<file path="config.mk">
export PLATFORM = sky130hd
export DESIGN_NAME = instr_dispatch_fsm
export DESIGN_NICKNAME = d
export VERILOG_FILES = /design/src/rtl/instr_dispatch_fsm.sv
export SDC_FILE = /design/constraint.sdc
export NUM_CORES = 1
export LEC_CHECK = 0
export BUFFER_PORTS_ARGS = -buffer_cell sky130_fd_sc_hd__buf_2
export CAP_MARGIN = 40
export CORE_UTILIZATION = 30
export DETAILED_ROUTE_END_ITERATION = 6
export GPL_ROUTABILITY_DRIVEN = 0
export PLACE_DENSITY = 0.6
export SETUP_SLACK_MARGIN = 0.02
export SLEW_MARGIN = 15
export SYNTH_ARGS = -nofsm -noshare
export SYNTH_HDL_FRONTEND = slang
export SYNTH_SLANG_ARGS = --single-unit
</file>
<file path="constraint.sdc">
create_clock -name clk -period 2.21 [get_ports clk]
set_clock_uncertainty 0.15 [all_clocks]
set_input_delay 0.3315 -clock clk [delete_from_list [all_inputs] [get_ports clk]]
set_output_delay 0.3315 -clock clk [all_outputs]
set_load 0.01 [all_outputs]
</file>
<file path="src/rtl/instr_dispatch_fsm.sv">
`default_nettype none
// +--------------------------------------------------------------------------+
// | Module      : instr_dispatch_fsm                                         |
// | Description : Fetch/decode/dispatch sequencer driving the start/done/    |
// |               donefetch handshake of the op FSMs. Optional watchdog on   |
// |               EXEC is enabled with macro DISPATCH_WDOG_EN.               |
// | Revision    : 1.0 - initial release                                      |
// +--------------------------------------------------------------------------+
module instr_dispatch_fsm #(
   parameter int AW        = 8,
   parameter int NUM_UNITS = 8,
   parameter int RESET_PC  = 0,
   parameter int WDOG_MAX  = 64
) (
   input  logic                 clk,
   input  logic                 rst,
   input  logic                 run,
   output logic [AW-1:0]        mem_addr,
   output logic                 mem_rd,
   input  logic                 mem_ack,
   input  logic [15:0]          mem_data,
   output logic [NUM_UNITS-1:0] start_vec,
   input  logic [NUM_UNITS-1:0] done_vec,
   output logic                 donefetch,
   output logic [5:0]           parameter1,
   output logic [5:0]           parameter2,
   output logic [AW-1:0]        pc,
   output logic                 halted,
   output logic                 illegal,
   output logic                 timeout_err
);

   typedef enum logic [2:0] {
      S_IDLE   = 3'd0,
      S_FETCH  = 3'd1,
      S_DECODE = 3'd2,
      S_EXEC   = 3'd3,
      S_RETIRE = 3'd4,
      S_HALT   = 3'd5
   } state_t;

   localparam logic [3:0] c_op_nop  = 4'h0;
   localparam logic [3:0] c_op_halt = 4'hF;

   state_t               r_state;
   state_t               w_next;
   logic [15:0]          r_ir;
   logic [AW-1:0]        r_pc;
   logic                 r_illegal;
   logic [3:0]           w_opcode;
   logic [NUM_UNITS-1:0] w_start;
   logic                 w_done;
   logic                 w_illegal_op;
   logic                 w_wdog_hit;

   assign w_opcode     = r_ir[15:12];
   assign w_illegal_op = (w_opcode != c_op_halt) && ({28'd0, w_opcode} >= 32'(NUM_UNITS));

   // One-hot start decoded from the IR; only the selected unit's done is honoured
   generate
      for (genvar k = 0; k < NUM_UNITS; k++) begin : g_start
         assign w_start[k] = (r_state == S_EXEC) && ({28'd0, w_opcode} == 32'(k));
      end
   endgenerate

   assign w_done = |(done_vec & w_start);

`ifdef DISPATCH_WDOG_EN
   localparam int c_wdog_w = $clog2(WDOG_MAX + 1);

   logic [c_wdog_w-1:0] r_wdog;
   logic                r_timeout;

   assign w_wdog_hit  = (r_wdog == c_wdog_w'(WDOG_MAX - 1));
   assign timeout_err = r_timeout;

   always_ff @(posedge clk or posedge rst) begin
      if (rst) begin
         r_wdog    <= '0;
         r_timeout <= 1'b0;
      end else if (r_state == S_DECODE) begin
         r_wdog <= '0;
      end else if (r_state == S_EXEC) begin
         r_wdog <= r_wdog + 1'b1;
         if (w_wdog_hit && !w_done)
            r_timeout <= 1'b1;
      end
   end
`else
   assign w_wdog_hit  = 1'b0;
   assign timeout_err = 1'b0;
`endif

   always_ff @(posedge clk or posedge rst) begin
      if (rst)
         r_state <= S_IDLE;
      else
         r_state <= w_next;
   end

   always_comb begin
      w_next = r_state;
      case (r_state)
         S_IDLE:   if (run) w_next = S_FETCH;
         S_FETCH:  if (mem_ack) w_next = S_DECODE;
         S_DECODE: begin
            if (w_opcode == c_op_halt)
               w_next = S_HALT;
            else if ((w_opcode == c_op_nop) || w_illegal_op)
               w_next = S_RETIRE;
            else
               w_next = S_EXEC;
         end
         S_EXEC:   if (w_done || w_wdog_hit) w_next = S_RETIRE;
         S_RETIRE: w_next = run ? S_FETCH : S_IDLE;
         S_HALT:   w_next = S_HALT;
         default:  w_next = S_IDLE;
      endcase
   end

   // IR doubles as the parameter holding register: it only loads on the fetch ack
   always_ff @(posedge clk or posedge rst) begin
      if (rst) begin
         r_pc      <= AW'(RESET_PC);
         r_ir      <= '0;
         r_illegal <= 1'b0;
      end else begin
         if ((r_state == S_FETCH) && mem_ack)
            r_ir <= mem_data;
         if ((r_state == S_DECODE) && w_illegal_op)
            r_illegal <= 1'b1;
         if (r_state == S_RETIRE)
            r_pc <= r_pc + 1'b1;
      end
   end

   assign mem_addr   = r_pc;
   assign mem_rd     = (r_state == S_FETCH);
   assign start_vec  = w_start;
   assign donefetch  = (r_state == S_RETIRE);
   assign parameter1 = r_ir[11:6];
   assign parameter2 = r_ir[5:0];
   assign pc         = r_pc;
   assign halted     = (r_state == S_HALT);
   assign illegal    = r_illegal;

endmodule
`default_nettype wire
</file>
==> impl_metrics.tcl <==
set metrics [dict create \
    status "complete, no violations" \
    hold-path-cell-count 2 \
    die-area_mm2 0.00559 \
    ys_ff_latch 28 \
    htreeDepth 1 \
    intPower_uw 1500 \
    drt-initial-drc-count 16 \
    period_share_pct 92.6 \
    power.total_uw 2370 \
    clk_pin_slew_worst_paths_ps 100 \
    io_buffer_count 67 \
    drv_slew 0 \
    design_area_mm2 0.00189 \
    die_h_um 74.8 \
    grt_pass1_vias 948 \
    irDropWorstVdd_uv 337 \
    clk_path_buf_depth 2 \
    dp_hpwl_um 2160 \
    min_path_type "in2reg" \
    yosysMostFrequentCell "dfrtp_1" \
    grt.overflow.total 0 \
    max_freq_mhz 489 \
    fillers 526 \
    netlist_top_cells_count "28 x dfrtp_1, 22 x buf_4, 10 x mux2_4" \
    layout.cells.non_filler 252 \
    finalHoldViolCount 0 \
    slowest_stage "dfrtp_2" \
    rows 26 \
    wl_per_cell_um 11.6 \
    r2r_setup_slack_ps 450 \
    leakage_uw 0.000949 \
    vias_per_cell 4.48 \
    whs_ps 137 \
    finalSetupTns_ps 0 \
    drive_gt1_share_pct 57.7 \
    synth-edff-count 0 \
    critPathKind "reg2out" \
    ios 69 \
    drc_errors 0 \
    cts.sinks 28 \
    cts_buffers 3 \
    synth_area_per_cell_um2 11.8 \
    start_util_pct 31.1 \
    path_cells "nand4bb_1 > or2_4 > nor3b_2 > buf_2" \
    seq_power_share_pct 40.9 \
    worst_setup_path_start_kind "flop" \
    grt_usage_pct 10.2 \
    wirelength_um 2920 \
    end_kind "output port" \
    powerDensity_mw_per_mm2 1250 \
    synth.cell_area_mm2 0.00159 \
    min_from "mem_data[11]" \
    synth_nets 164 \
    synth_top_area_share_pct 44.1 \
    grt_pass1_wl_um 4410 \
    cts_tree "yes" \
    r2r-end "r_state[0]" \
    worst-r2r-cell-count 3 \
    chipWidth_um 74.8 \
    antenna_left 0 \
    tightest_slew_ps 495 \
    r2r-start "r_ir[13]" \
    synthTopCellsByArea "dfrtp_1 44%, buf_4 10%, mux2_4 9.5%, mux2_2 5.0%, xnor2_1 2.8%" \
    fp.coreArea_mm2 0.00511 \
    rsz0062_at_grt "no" \
    critical_path_required_ps 1730 \
    ys_async_sr_fraction_pct 100 \
    vias 1130 \
    max_slew_margin_pct 66.6 \
    clkLatencyLatePin_ps 270 \
    p_comb_share_pct 45.8 \
    cp_max_fo 6 \
    antenna_found_initial 0 \
    arrival_ps 1570 \
    hold_end "r_ir[11]" \
    clockPowerShare_pct 13.2 \
    cpPeakStageDelay_ps 450 \
    grt_max_degree 18 \
    fin_nets 212 \
    p_sw_share_pct 36.7 \
    ys.flop_type "dfrtp_1" \
    synth.yosys.seq_area_share_pct 44.1 \
    p_switching_uw 871 \
    setup-violations-final 0 \
    cts_root_buf "clkbuf_8" \
    n_antenna_cell 0 \
    place_area_mm2 0.00181 \
    postSynthCellCount 135 \
    layout_min_cycle_time_ps 2050 \
    drtPass1Iterations 4 \
    synth.distinct_cells 46 \
    yosysTopAreaCell "dfrtp_1" \
    syn_to_final_growth_pct 19.3 \
    placed_cells 246 \
    cap_violations 0 \
    ys_warn_count 0 \
]
## worst max-delay path: cells and delay by family (launching register included)
kind / cells / cell delay [ps]
buffers and inverters: 1 / 150
flip-flops: 1 / 450
AND/OR/NAND/NOR: 3 / 700
## cell usage in the layout (no fill, tap or decap), types with 3 or more instances in the layout
cell type,Yosys,routed
clkbuf_8,0,4
xnor2_1,5,5
nand4_1,3,3
nor3_1,4,4
inv_1,3,3
dfrtp_1,28,25
mux2_4,10,10
dfrtp_2,0,3
mux2_2,7,7
buf_2,3,67
buf_4,22,3
nor2_1,7,7
nand3_1,3,3
## power groups by stage
stage / Clock, uW / Combinational (uW) / Sequential (uW)
4_1_cts: 328 / 1090 / 971
6_report: 314 / 1090 / 971
3_3_place_gp: 0 / 1050 / 987
3_5_place_dp: 0 / 1060 / 996
2_1_floorplan: 0 / 1060 / 890
5_1_grt: 349 / 1200 / 1020
## per-stage QoR
stage               worst slack, ps  utilization, %
floorplan                       380               -
global placement                381            35.4
detailed placement              321            35.4
CTS                            25.2            36.9
global route                   72.0            37.1
finish                          163            37.1
## how the worst max path moves through the flow
stage | from | endpoint
3_3_place_gp | r_ir[15] | start_vec[1]
2_1_floorplan | r_ir[15] | start_vec[1]
4_1_cts | r_state[1] | start_vec[1]
3_5_place_dp | r_ir[15] | start_vec[1]
6_report | r_state[2] | start_vec[1]
5_1_grt | r_state[2] | start_vec[1]
## flip-flops by register name (all words and copies together) (netlist names)
register,cells
r_ir,16
r_state,3
mem_addr,8
illegal,1
## routing by layer
metal,GRT usage [%],part of all wire [%]
met5,0,0
met4,3.14,0.34
met3,1.20,5.5
met2,16.2,44
met1,14.4,50
## final cells by class
cell class | instances | area (um^2) | share of cell area (%)
well taps | 70 | 87.6 | 4.62
flip-flops and latches | 28 | 704 | 37.2
repair buffers | 71 | 368 | 19.4
multi-input cells | 76 | 668 | 35.3
inverters | 3 | 11.3 | 0.594
clock buffers | 4 | 55.1 | 2.91
## logic make-up after synthesis
kind of cell / Yosys count / share of synthesized area (%)
flip-flops: 28 / 44.1
XOR/XNOR: 7 / 3.86
adder cells (fa/ha/maj): 1 / 0.788
AO/OA/AOI/OAI: 12 / 6.07
AND/OR/NAND/NOR: 36 / 15.0
multiplexers: 19 / 15.7
other: 1 / 0.236
buffers and inverters: 31 / 14.3
## what timing repair did
| action | CTS | global route |
|---|---|---|
| resized for setup | 1 | 4 |
| hold buffers | 1 | 0 |
| hold endpoints to repair | 11 | 0 |
| pin swaps | 0 | 0 |
| setup buffers | 1 | 0 |
| endpoints found under the setup margin | 1 | 1 |
Note: power is estimated with default switching activity, not from simulation.
